<file path="config.mk">
export PLATFORM = sky130hd
export DESIGN_NAME = uart_tx_scheduler_flat
export DESIGN_NICKNAME = d
export VERILOG_FILES = /design/src/rtl/uart_tx_scheduler_if.sv /design/src/rtl/uart_tx_scheduler.sv /design/src/flat_wrapper.sv
export SDC_FILE = /design/constraint.sdc
export NUM_CORES = 1
export LEC_CHECK = 0
export CAP_MARGIN = 20
export CORE_MARGIN = 5
export CORE_UTILIZATION = 50
export DETAILED_ROUTE_END_ITERATION = 8
export GPL_ROUTABILITY_DRIVEN = 0
export HOLD_SLACK_MARGIN = 0.06
export PLACE_DENSITY = 0.93
export SYNTH_ARGS = -nofsm -noshare
export SYNTH_HDL_FRONTEND = slang
export SYNTH_SLANG_ARGS = --single-unit
</file>
<file path="constraint.sdc">
create_clock -name clk -period 9.87 [get_ports clk]
set_input_delay 1.4805 -clock clk [delete_from_list [all_inputs] [get_ports clk]]
set_output_delay 1.4805 -clock clk [all_outputs]
set_load 0.05 [all_outputs]
</file>
<file path="src/rtl/uart_tx_scheduler_if.sv">
// Bundle of the requester-side and UART-side signals of the UART transmit scheduler.
// The scheduler uses the slave modport; the requesters/UART environment use master.
interface uart_tx_scheduler_if #(
    parameter int NUM_REQ = 4
);
    logic [NUM_REQ-1:0]   req;
    logic [8*NUM_REQ-1:0] req_len;
    logic [8*NUM_REQ-1:0] req_data;
    logic [NUM_REQ-1:0]   grant;
    logic                 byte_taken;
    logic                 pkt_done;
    logic                 pkt_err;
    logic                 cts_hold;
    logic                 uart_busy;
    logic                 uart_tx_done;
    logic                 uart_transmit;
    logic [7:0]           uart_tx_byte;

    modport slave (
        input  req, req_len, req_data, cts_hold, uart_busy, uart_tx_done,
        output grant, byte_taken, pkt_done, pkt_err, uart_transmit, uart_tx_byte
    );

    modport master (
        output req, req_len, req_data, cts_hold, uart_busy, uart_tx_done,
        input  grant, byte_taken, pkt_done, pkt_err, uart_transmit, uart_tx_byte
    );
endinterface

</file>
<file path="src/rtl/uart_tx_scheduler.sv">
// Round-robin packet scheduler sharing one UART transmitter among NUM_REQ requesters,
// pacing bytes on tx_done, honouring cts_hold and aborting a packet on UART timeout.
module uart_tx_scheduler #(
    parameter int NUM_REQ = 4,
    parameter int TIMEOUT = 2048
) (
    input  logic               clk,
    input  logic               rst,
    uart_tx_scheduler_if.slave bus
);
    localparam int PW = (NUM_REQ > 2) ? $clog2(NUM_REQ) : 1;

    typedef enum logic [2:0] {
        S_IDLE      = 3'd0,
        S_ARB       = 3'd1,
        S_LOAD      = 3'd2,
        S_WAIT_DONE = 3'd3,
        S_FINISH    = 3'd4
    } state_t;

    state_t             state_q, state_d;
    logic [PW-1:0]      rr_ptr_q, rr_ptr_d;
    logic [PW-1:0]      sel_q, sel_d;
    logic [NUM_REQ-1:0] grant_q, grant_d;
    logic [7:0]         remaining_q, remaining_d;
    logic [7:0]         tx_byte_q, tx_byte_d;
    logic [11:0]        wd_q, wd_d;
    logic               transmit_q, transmit_d;
    logic               taken_q, taken_d;
    logic               done_q, done_d;
    logic               err_q, err_d;

    logic [PW-1:0]      sel_s;
    logic [PW-1:0]      cand_s;
    logic               found_s;
    logic [7:0]         len_s;

    function automatic logic [NUM_REQ-1:0] onehot(input logic [PW-1:0] idx);
        logic [NUM_REQ-1:0] v;
        v      = '0;
        v[idx] = 1'b1;
        return v;
    endfunction

    // Round-robin search: first set req bit at or above rr_ptr, wrapping at NUM_REQ-1.
    always_comb begin
        found_s = 1'b0;
        sel_s   = '0;
        cand_s  = rr_ptr_q;
        for (int i = 0; i < NUM_REQ; i++) begin
            if (!found_s && bus.req[cand_s]) begin
                found_s = 1'b1;
                sel_s   = cand_s;
            end else begin
                found_s = found_s;
            end
            cand_s = (cand_s == PW'(NUM_REQ - 1)) ? '0 : cand_s + PW'(1);
        end
        len_s = bus.req_len[{sel_s, 3'b000} +: 8];
    end

    // Next-state and registered-output computation.
    always_comb begin
        state_d     = state_q;
        rr_ptr_d    = rr_ptr_q;
        sel_d       = sel_q;
        grant_d     = grant_q;
        remaining_d = remaining_q;
        tx_byte_d   = tx_byte_q;
        wd_d        = wd_q;
        transmit_d  = 1'b0;
        taken_d     = 1'b0;
        done_d      = 1'b0;
        err_d       = 1'b0;
        case (state_q)
            S_IDLE: begin
                if (|bus.req) begin
                    state_d = S_ARB;
                end else begin
                    state_d = S_IDLE;
                end
            end
            S_ARB: begin
                // A request that vanished before arbitration simply returns to idle.
                if (found_s) begin
                    grant_d     = onehot(sel_s);
                    sel_d       = sel_s;
                    remaining_d = len_s;
                    rr_ptr_d    = (sel_s == PW'(NUM_REQ - 1)) ? '0 : sel_s + PW'(1);
                    state_d     = (len_s == 8'd0) ? S_FINISH : S_LOAD;
                end else begin
                    state_d = S_IDLE;
                end
            end
            S_LOAD: begin
                if (!bus.cts_hold && !bus.uart_busy) begin
                    tx_byte_d   = bus.req_data[{sel_q, 3'b000} +: 8];
                    transmit_d  = 1'b1;
                    taken_d     = 1'b1;
                    remaining_d = remaining_q - 8'd1;
                    wd_d        = 12'd0;
                    state_d     = S_WAIT_DONE;
                end else begin
                    state_d = S_LOAD;
                end
            end
            S_WAIT_DONE: begin
                wd_d = wd_q + 12'd1;
                if (bus.uart_tx_done) begin
                    state_d = (remaining_q != 8'd0) ? S_LOAD : S_FINISH;
                end else if (wd_q == 12'(TIMEOUT - 1)) begin
                    err_d   = 1'b1;
                    grant_d = '0;
                    state_d = S_IDLE;
                end else begin
                    state_d = S_WAIT_DONE;
                end
            end
            S_FINISH: begin
                done_d  = 1'b1;
                grant_d = '0;
                state_d = S_IDLE;
            end
            default: begin
                grant_d = '0;
                state_d = S_IDLE;
            end
        endcase
    end

    // State and output registers with synchronous reset.
    always_ff @(posedge clk) begin
        if (rst) begin
            state_q     <= S_IDLE;
            rr_ptr_q    <= '0;
            sel_q       <= '0;
            grant_q     <= '0;
            remaining_q <= 8'd0;
            tx_byte_q   <= 8'h00;
            wd_q        <= 12'd0;
            transmit_q  <= 1'b0;
            taken_q     <= 1'b0;
            done_q      <= 1'b0;
            err_q       <= 1'b0;
        end else begin
            state_q     <= state_d;
            rr_ptr_q    <= rr_ptr_d;
            sel_q       <= sel_d;
            grant_q     <= grant_d;
            remaining_q <= remaining_d;
            tx_byte_q   <= tx_byte_d;
            wd_q        <= wd_d;
            transmit_q  <= transmit_d;
            taken_q     <= taken_d;
            done_q      <= done_d;
            err_q       <= err_d;
        end
    end

    assign bus.grant         = grant_q;
    assign bus.byte_taken    = taken_q;
    assign bus.pkt_done      = done_q;
    assign bus.pkt_err       = err_q;
    assign bus.uart_transmit = transmit_q;
    assign bus.uart_tx_byte  = tx_byte_q;
endmodule
</file>
<file path="src/flat_wrapper.sv">
// flat-port wrapper written by rule: the top's interface ports become plain ports
module uart_tx_scheduler_flat 
#(
    parameter int NUM_REQ = 4,
    parameter int TIMEOUT = 2048
)
  (clk, rst, bus_req, bus_req_len, bus_req_data, bus_cts_hold, bus_uart_busy, bus_uart_tx_done, bus_grant, bus_byte_taken, bus_pkt_done, bus_pkt_err, bus_uart_transmit, bus_uart_tx_byte);
  uart_tx_scheduler_if #(.NUM_REQ(NUM_REQ)) bus_i ();
  input  logic clk;
  input  logic rst;
  input wire logic [$bits(bus_i.req)-1:0] bus_req;
  input wire logic [$bits(bus_i.req_len)-1:0] bus_req_len;
  input wire logic [$bits(bus_i.req_data)-1:0] bus_req_data;
  input wire logic [$bits(bus_i.cts_hold)-1:0] bus_cts_hold;
  input wire logic [$bits(bus_i.uart_busy)-1:0] bus_uart_busy;
  input wire logic [$bits(bus_i.uart_tx_done)-1:0] bus_uart_tx_done;
  output wire logic [$bits(bus_i.grant)-1:0] bus_grant;
  output wire logic [$bits(bus_i.byte_taken)-1:0] bus_byte_taken;
  output wire logic [$bits(bus_i.pkt_done)-1:0] bus_pkt_done;
  output wire logic [$bits(bus_i.pkt_err)-1:0] bus_pkt_err;
  output wire logic [$bits(bus_i.uart_transmit)-1:0] bus_uart_transmit;
  output wire logic [$bits(bus_i.uart_tx_byte)-1:0] bus_uart_tx_byte;
  assign bus_i.req = bus_req;
  assign bus_i.req_len = bus_req_len;
  assign bus_i.req_data = bus_req_data;
  assign bus_i.cts_hold = bus_cts_hold;
  assign bus_i.uart_busy = bus_uart_busy;
  assign bus_i.uart_tx_done = bus_uart_tx_done;
  assign bus_grant = bus_i.grant;
  assign bus_byte_taken = bus_i.byte_taken;
  assign bus_pkt_done = bus_i.pkt_done;
  assign bus_pkt_err = bus_i.pkt_err;
  assign bus_uart_transmit = bus_i.uart_transmit;
  assign bus_uart_tx_byte = bus_i.uart_tx_byte;
  uart_tx_scheduler #(.NUM_REQ(NUM_REQ), .TIMEOUT(TIMEOUT)) u_core (.clk(clk), .rst(rst), .bus(bus_i));
endmodule
</file>
# == After elaboration in Yosys (flattened, before gate mapping) ==
# Cells that the tools add are included.
# W data, S select, Z words.
# word_totals
inputBits,73
elab_cells,106
ff_bits,42
out_inout_bits,16
# classes
shift,2
addsub,6
n_mux,42
n_bitwise,3
n_lt_le_gt_ge,6
n_eq_ne,13
n_reduce_logical,24
# op_table
operator,count
$shiftx A32 B6 Y8,2
$pmux W12 S2,1
$mux W2,9
$mux W8,2
$pmux W8 S2,1
$lt A2 B3 Y1 const B,5
$mux W1,14
$add A12 B1 Y12 const B,1
$eq A12 B11 Y1 const B,1
$mux W12,1
$mux W3,4
$mux W4,3
$pmux W3 S4,1
$pmux W4 S3,1
$add A2 B1 Y2 const B,4
$bmux W1 S2,4
$eq A2 B2 Y1 const B,4
$logic_not A8 Y1,1
$reduce_bool A8 Y1,1
$sub A8 B1 Y8 const B,1
$eq A3 B2 Y1 const B,2
$ne A2 B1 Y1 const B,3
$reduce_and A2 Y1,3
$logic_and A1 B1 Y1,5
other kinds (14),22

# == Longest topological paths before layout ==
# Gate-level depths: netlist (run 1).
# depth
depth_word,18
ltp_mapped,14
mapped_depth_nobuf,11

# == Worst setup path after synthesis (run 1) ==
# Ideal clock, no wire load.
# synth_path
path_kind,input-to-reg
startpoint,input bus_req[0]
endpoint,register u_core.state_q[1]
n_path_buf,2
stages,12
setup_slack_ns,6.046
arrival_time_ns,3.704
required_time_ns,9.750
setup_ns,0.120
path_cell_list,mux4_2 -> nor2b_1 -> o31a_1 -> o21bai_1 -> a21oi_1 -> buf_6 -> buf_12 -> mux2i_1 -> mux2i_1 -> nor4_1 -> a21oi_1 -> o31a_1
# synth_between
elab_chain_len,17
elab_cells_between_ends,27
classes_between,shift: 1; mux: 19; reduce/logical: 7
# synth_lines
element,line,text
start: declaration,flat_wrapper.sv:11,input wire logic [$bits(bus_i.req)-1:0] bus_req;
$bmux W1 S2,uart_tx_scheduler.sv:51,if (!found_s && bus.req[cand_s]) begin
$mux W1 (implied by the code),uart_tx_scheduler.sv:51,
$mux W1,uart_tx_scheduler.sv:51,
$logic_not A1 Y1,uart_tx_scheduler.sv:51,
$logic_and A1 B1 Y1,uart_tx_scheduler.sv:51,
$mux W1,uart_tx_scheduler.sv:51,
$logic_not A1 Y1,uart_tx_scheduler.sv:51,
$logic_and A1 B1 Y1,uart_tx_scheduler.sv:51,
(+2 left out),n/a,
$logic_and A1 B1 Y1,uart_tx_scheduler.sv:51,
$mux W2 *,uart_tx_scheduler.sv:51,
via u_core.sel_s[0],uart_tx_scheduler.sv:33,logic [PW-1:0] sel_s;
$shiftx A32 B6 Y8 *,uart_tx_scheduler.sv:59,"len_s = bus.req_len[{sel_s, 3'b000} +: 8];"
$logic_not A8 Y1 *,uart_tx_scheduler.sv:90,state_d = (len_s == 8'd0) ? S_FINISH : S_LOAD;
$mux W3 *,uart_tx_scheduler.sv:90,
$mux W3 *,uart_tx_scheduler.sv:85,if (found_s) begin
$pmux W3 S4 *,uart_tx_scheduler.sv:75,case (state_q)
end signal: assignment,uart_tx_scheduler.sv:146,state_q <= state_d;
end: declaration,uart_tx_scheduler.sv:21,"state_t state_q, state_d;"
# The timed path passes the listed nets; every way through them passes the cells marked *. The select of a mux whose other input is x is not followed.
# A chain may end at the register's enable or synchronous reset.

# == Worst setup path in the final report (run 1) ==
# layout_path
startpoint,input bus_req[1]
endpoint,register u_core.state_q[2]
# layout_between
elab_chain_len,17
elab_cells_between_ends,27
classes_between,shift: 1; mux: 19; reduce/logical: 7
# layout_lines
element,line
$bmux W1 S2,uart_tx_scheduler.sv:51
$mux W1 (implied by the code),uart_tx_scheduler.sv:51
$mux W1,uart_tx_scheduler.sv:51
$logic_not A1 Y1,uart_tx_scheduler.sv:51
$logic_and A1 B1 Y1,uart_tx_scheduler.sv:51
$mux W1,uart_tx_scheduler.sv:51
$logic_not A1 Y1,uart_tx_scheduler.sv:51
$logic_and A1 B1 Y1,uart_tx_scheduler.sv:51
$mux W1,uart_tx_scheduler.sv:51
$logic_not A1 Y1,uart_tx_scheduler.sv:51
$logic_and A1 B1 Y1,uart_tx_scheduler.sv:51
$mux W2,uart_tx_scheduler.sv:51
$shiftx A32 B6 Y8,uart_tx_scheduler.sv:59
$logic_not A8 Y1,uart_tx_scheduler.sv:90
$mux W3,uart_tx_scheduler.sv:90
$mux W3 *,uart_tx_scheduler.sv:85
$pmux W3 S4 *,uart_tx_scheduler.sv:75
# Mark *: on every way between the ends. The rest lies on a longest branch, timed or not. The select of a mux whose other input is x is not followed.

==> flow_metrics.tcl, run 1 <==
set metrics [dict create \
    setup_viol 0 \
    r2r-start "u_core.rr_ptr_q[0]" \
    synth_most_common_cell "dfxtp_1" \
    required_ps 10100 \
    ir_drop_mv 0.191 \
    postSynthCellCount 333 \
    drt_iter0_drc 151 \
    netlist_top_cells_area "dfxtp_1, mux2i_1, mux4_2" \
    dr_total_vias 2813 \
    cts_sinks 42 \
    drc 0 \
    placeableCoreArea_um2 5470 \
    synth_area_per_cell_um2 8.36 \
    antenna_found_initial 0 \
    path_clk_slew_ps 80 \
    nFillCells 427 \
    slew_viol_final 0 \
    finalHoldViolCount 0 \
    synth_edf_count 0 \
    slowest_delay_ps 520 \
    yosysSeqAreaShare_pct 30.2 \
    die_w_um 84.6 \
    slew-limit-headroom_pct 39.2 \
    numCtsBuffers 5 \
    path_cells "clkdlybuf4s50_1, mux4_2, nor2b_1, o31a_1, o21bai_1, a21oi_2, buf_4, mux2i_1, mux2i_1, nor4_1, nand3b_1, a211oi_2" \
    clock-skew-final_ps 6.20 \
    hp-class "reg -> reg" \
    firstDrtPassIters 4 \
    powerDensity_nw_per_um2 252 \
    cts_setup_buffers 0 \
    cts-root-buf "clkbuf_8" \
    rows 27 \
    pin_count 89 \
    synth_top_area_cell "dfxtp_1" \
    period_share_pct 44.7 \
    min_from "u_core.bus.grant[0]" \
    synth_nets 413 \
    clkLatencyLatePin_ps 300 \
    grt_start_max_net_pins 43 \
    synth_warnings 0 \
    htreeDepth 2 \
    ant_nets 0 \
    syn-cell-area_um2 2780 \
    gr-total-overflow 0 \
    crit_slowest_cell "clkdlybuf4s50_1" \
    synth_common_cells "dfxtp_1, nor2_1, nand2_1" \
    n_antenna_cell 0 \
    p_leak_uw 0.00137 \
    pre_cts_ws_ps 5190 \
    nNetsFinal 489 \
    portBuffers 88 \
    setup_tns_ps 0 \
    cp.depth 12 \
    synthArstFlopShare_pct 0 \
    worstPathMaxFanout 20 \
    die_area_um2 7160 \
    grt_pass1_vias 2810 \
    critPathArrivalTime_ps 4640 \
    synth_cell_type_count 49 \
    drive_above_1_share_pct 7.80 \
    grt_setup_unrepaired "no" \
    clock.fmax_ghz 0.227 \
    ctsLongestPathBuffers 2 \
    setup_slack_ps 5460 \
    start_util_pct 50.8 \
    synth_top_area_share_pct 30.2 \
    tightest_slew_ps 905 \
    die_h_um 84.6 \
    area_growth_pct 35.3 \
    crit_top_cell "mux2i_1" \
    synthFlopType "dfxtp_1" \
    gr-usage-all-layers_pct 20.2 \
    cp-start-kind "primary input" \
    drt-total-wl_mm 7.43 \
    period_minus_slack_ps 4410 \
    routed_via_density 5.84 \
    timing.critical_path.buf_inv 2 \
    detailedPlacementHpwl_mm 5.75 \
    cts_hold_buf 0 \
    maxCapViolations 0 \
    path_class "in -> reg" \
    r2r.worst_path.cells 12 \
    crit_family "multiplexers" \
    end_kind "flip-flop" \
    cts-resized-gates 0 \
    critPathLaunch "bus_req[1]" \
    status "finished clean" \
    min_path_cells 2 \
    ys_ff_latch 42 \
    cts_tree "yes" \
    grt_pass1_wl_mm 12.0 \
    routedWlPerCell_um 15.4 \
]
-- layout by cell type, fill, tap and decap left out, drive strengths merged, types with 4 or more instances in the layout --
master | netlist | final
nand3 | 12 | 12
buf | 7 | 4
mux4 | 10 | 10
nand3b | 8 | 8
o21ai | 13 | 13
inv | 6 | 6
clkdlybuf4s50 | 0 | 88
nand2 | 37 | 37
ha | 7 | 7
and2 | 4 | 4
nor3 | 9 | 9
nor2 | 41 | 41
mux2i | 26 | 26
a2bb2oi | 4 | 4
clkbuf | 16 | 6
dfxtp | 42 | 42
a211oi | 5 | 5
a21oi | 35 | 35
mux2 | 4 | 4
nor4 | 6 | 6
-- cell type report --
type	instances	area [µm²]	share of cell area, %
Clock buffer	6	72.6	1.93
Clock inverter	2	37.5	0.997
Inverter	6	22.5	0.598
Multi-Input combinational cell	262	1790	47.6
Sequential cell	42	841	22.3
Tap cell	72	90.1	2.39
Timing Repair Buffer	92	911	24.2
-- sequential cells by signal (all words and copies together), names as in the netlist --
register,cells
u_core.bus.pkt_err,1
u_core.state_q,3
u_core.bus.grant,4
u_core.wd_q,12
u_core.remaining_q,8
u_core.bus.uart_tx_byte,8
u_core.sel_q,2
u_core.rr_ptr_q,2
u_core.bus.uart_transmit,1
u_core.bus.pkt_done,1
-- worst reg2reg max path: cells and delay by family, from the launching register on --
| family | cells | cell delay [ps] |
|---|---|---|
| flops | 1 | 760 |
| buf+inv | 1 | 300 |
| mux | 3 | 980 |
| simple gates | 3 | 730 |
| compound gates | 4 | 620 |
| fa+ha+maj | 1 | 470 |
-- power by group --
part	switching [µW]	internal (µW)	leakage [µW]	total, µW
Sequential	48.0	199	0.000340	247
Clock	58.7	75.4	0.0000514	134
Combinational	298	269	0.000982	567
Total	405	544	0.00137	948
-- per-layer routing --
metal	wire length (µm)	track usage, %	up-vias
met2	4040	37.9	107
met5	0	0	-
met1	2750	21.6	1311
li1	-	-	1370
met3	383	3.34	25
met4	256	10.4	0
-- final timing paths --
path / endpoint / slack (ps)
max reg2reg: u_core.state_q[2] / 5940
max: u_core.state_q[2] / 5460
min reg2reg: u_core.bus.grant[0] / 450
min: u_core.bus.grant[0] / 450
-- kinds of logic after synthesis --
family	Yosys count	synth area share, %
simple gates	138	24.6
compound gates	77	17.2
flops	42	30.2
mux	40	19.3
buf+inv	29	5.58
fa+ha+maj	7	3.15
-- through the flow --
stage                     power (µW)  instance area [µm²]  hold slack, ps  std cells  utilization [%]
after floorplan                  722                 2780             447        333                -
after global placement           788                 3650             441        474             66.8
after detailed placement         808                 3650             447        474             66.8
after CTS                        944                 3760             457        482             68.8
after global routing            1020                 3760             472        482             68.8
final                            948                 3760             454        482             68.8
No activity file was read; power rests on OpenSTA's default activity.
==> inputs of run 2 (changes only) <==
--- a/config.mk
+++ b/config.mk
@@ -7,11 +7,11 @@
 export LEC_CHECK = 0
 export CAP_MARGIN = 20
 export CORE_MARGIN = 5
-export CORE_UTILIZATION = 50
+export CORE_UTILIZATION = 47
 export DETAILED_ROUTE_END_ITERATION = 8
 export GPL_ROUTABILITY_DRIVEN = 0
 export HOLD_SLACK_MARGIN = 0.06
-export PLACE_DENSITY = 0.93
+export PLACE_DENSITY = 0.88
 export SYNTH_ARGS = -nofsm -noshare
 export SYNTH_HDL_FRONTEND = slang
 export SYNTH_SLANG_ARGS = --single-unit
==> constraint.sdc (replaced) <==
create_clock -name clk -period 4.06 [get_ports clk]
set_input_delay 0.609 -clock clk [delete_from_list [all_inputs] [get_ports clk]]
set_output_delay 0.609 -clock clk [all_outputs]
set_load 0.05 [all_outputs]
==> run 2 against run 1 <==
  * Die area grew 5.6%
  * Sequential power increased by 130%
  * Clock skew increased by 0.91 ps
  * Cell count grew 1.2%
  * Non-clock buffer count grew 3
  * First-iteration DRC count rose by 21%
  * Sequential cell count is the same
  * Combinational power grew to 2.6 times the previous value
  * Clock power increased by 150%
  * Wire length rose by 0.78%
  * Clock-buffer cell count down 1
  * Sequential share of layout area decreased by 0.37 points
  * Highest routed layer unchanged
==> flow_metrics.tcl, run 2 (synthesized netlist as in run 1, its figures left out) <==
set metrics [dict create \
    status "finished clean" \
    slew-limit-headroom_pct 58.8 \
    clock.fmax_ghz 0.267 \
    firstDrtPassIters 4 \
    drc 0 \
    ir_drop_mv 0.513 \
    cts_tree "yes" \
    required_ps 4250 \
    die_h_um 86.9 \
    n_antenna_cell 0 \
    hold-worst-slack_ps 463 \
    regMostFlops "u_core.wd_q" \
    portBuffers 88 \
    gr-total-overflow 0 \
    final_cell_mix "clkdlybuf4s50_1, dfxtp_1, nor2_1" \
    p_clk_share_pct 14.0 \
    tightest_slew_ps 619 \
    setup_tns_ps 0 \
    finalHoldViolCount 0 \
    grt_pass1_vias 2773 \
    period_minus_slack_ps 3750 \
    grt_setup_unrepaired "no" \
    area_growth_pct 37.5 \
    die_area_um2 7560 \
    clkLatencyLatePin_ps 290 \
    critPathArrivalTime_ps 3930 \
    crit_slowest_cell "mux4_2" \
    period_share_pct 92.3 \
    powerDensity_nw_per_um2 614 \
    drive_above_1_share_pct 8.72 \
    routedWlPerCell_um 15.4 \
    path_clk_slew_ps 90 \
    setup_viol 0 \
    cellInternalPower_uw 1350 \
    gr-usage-all-layers_pct 19.4 \
    ctsLongestPathBuffers 2 \
    routed_via_density 5.87 \
    drt-total-wl_mm 7.49 \
    layout_commonest_cell "clkdlybuf4s50_1" \
    slew_viol_final 0 \
    grt_pass1_wl_mm 11.9 \
    pre_cts_ws_ps 172 \
    htreeDepth 2 \
    nFillCells 477 \
    fin_cells 488 \
    path_class "reg -> reg" \
    regArea_um2 841 \
    dp.cells 480 \
    cts-root-buf "clkbuf_8" \
    rows 28 \
    pin_count 89 \
    start_util_pct 47.6 \
    clock-skew-final_ps 7.11 \
    cts_sinks 42 \
    placeableCoreArea_um2 5850 \
    p_switching_uw 997 \
    slowest_delay_ps 610 \
    sequentialPowerShare_pct 24.3 \
    multi_input_area_um2 1790 \
    cts_setup_buffers 0 \
    dr_total_vias 2863 \
    ant_nets 0 \
    cp-start-kind "flip-flop" \
    switching_share_pct 42.4 \
    largest_reg_flops 12 \
    die_w_um 86.9 \
    worstPathMaxFanout 16 \
    numCtsBuffers 5 \
    hp-class "reg -> reg" \
    nNetsFinal 492 \
    cts-resized-gates 0 \
    p_leak_uw 0.00140 \
    setup_slack_ps 314 \
    antenna_found_initial 0 \
    grt_start_max_net_pins 25 \
    maxCapViolations 0 \
    path_cells "ha_1, mux4_2, nor2b_1, o31a_1, o22ai_1, a21oi_2, buf_12, mux2i_1, mux2i_1, nor4_1, a21oi_1, o31a_1" \
    cts_hold_buf 0 \
    power_frac_comb_pct 61.6 \
    detailedPlacementHpwl_mm 5.84 \
    end_kind "flip-flop" \
    drt_iter0_drc 183 \
]
==> run 2: cell count changes in the layout (fill, tap and decap cells not counted) <==
cell        previous run  this run
clkinvlp_4             1         2
buf_12                 0         1
clkbuf_1               1         0
buf_16                 0         1
buf_4                  4         5
==> run 2: critical path, delay by kind of cell, from the launching register on <==
kind                     cells  cell delay (ps)
AND/OR/NAND/NOR              2              600
adder cells (fa/ha/maj)      1              530
multiplexers                 3              940
flip-flops                   1              400
buffers and inverters        1              210
AO/OA/AOI/OAI                5              960
==> run 2: metal layers <==
layer | track usage [%] | wire, µm
met3 | 4.35 | 458
met5 | 0 | 0
met1 | 20.9 | 2950
met4 | 5.95 | 148
met2 | 37.2 | 3940
==> run 2: per-stage QoR <==
step | total power [µW] | utilization (%) | instance area [µm²]
2_1_floorplan | 1760 | - | 2780
3_3_place_gp | 1960 | 63.0 | 3690
3_5_place_dp | 2010 | 63.5 | 3710
4_1_cts | 2340 | 65.4 | 3830
5_1_grt | 2520 | 65.4 | 3830
6_report | 2350 | 65.4 | 3830
==> run 2: final cells by class <==
cell class	count	area share, %
Inverter	6	0.588
Timing Repair Buffer	95	25.2
Sequential cell	42	22.0
Clock inverter	3	1.18
Multi-Input combinational cell	262	46.8
Tap cell	75	2.45
Clock buffer	5	1.80
==> run 2: path summary, 6_finish.rpt <==
path,startpoint,end,slack [ps],depth (start not counted)
hold / removal,u_core.bus.uart_tx_byte[6],u_core.bus.uart_tx_byte[6],460,2
setup reg to reg,u_core.rr_ptr_q[1],u_core.state_q[1],310,12
hold reg to reg,u_core.bus.uart_tx_byte[6],u_core.bus.uart_tx_byte[6],460,2
setup / recovery,u_core.rr_ptr_q[1],u_core.state_q[1],310,12
==> run 2: power groups by stage <==
stage | logic, µW | clock network (µW) | registers, µW
2_1_floorplan | 1180 | 0 | 574
5_1_grt | 1580 | 358 | 583
6_report | 1450 | 330 | 572
3_3_place_gp | 1380 | 0 | 576
4_1_cts | 1440 | 334 | 570
3_5_place_dp | 1430 | 0 | 580
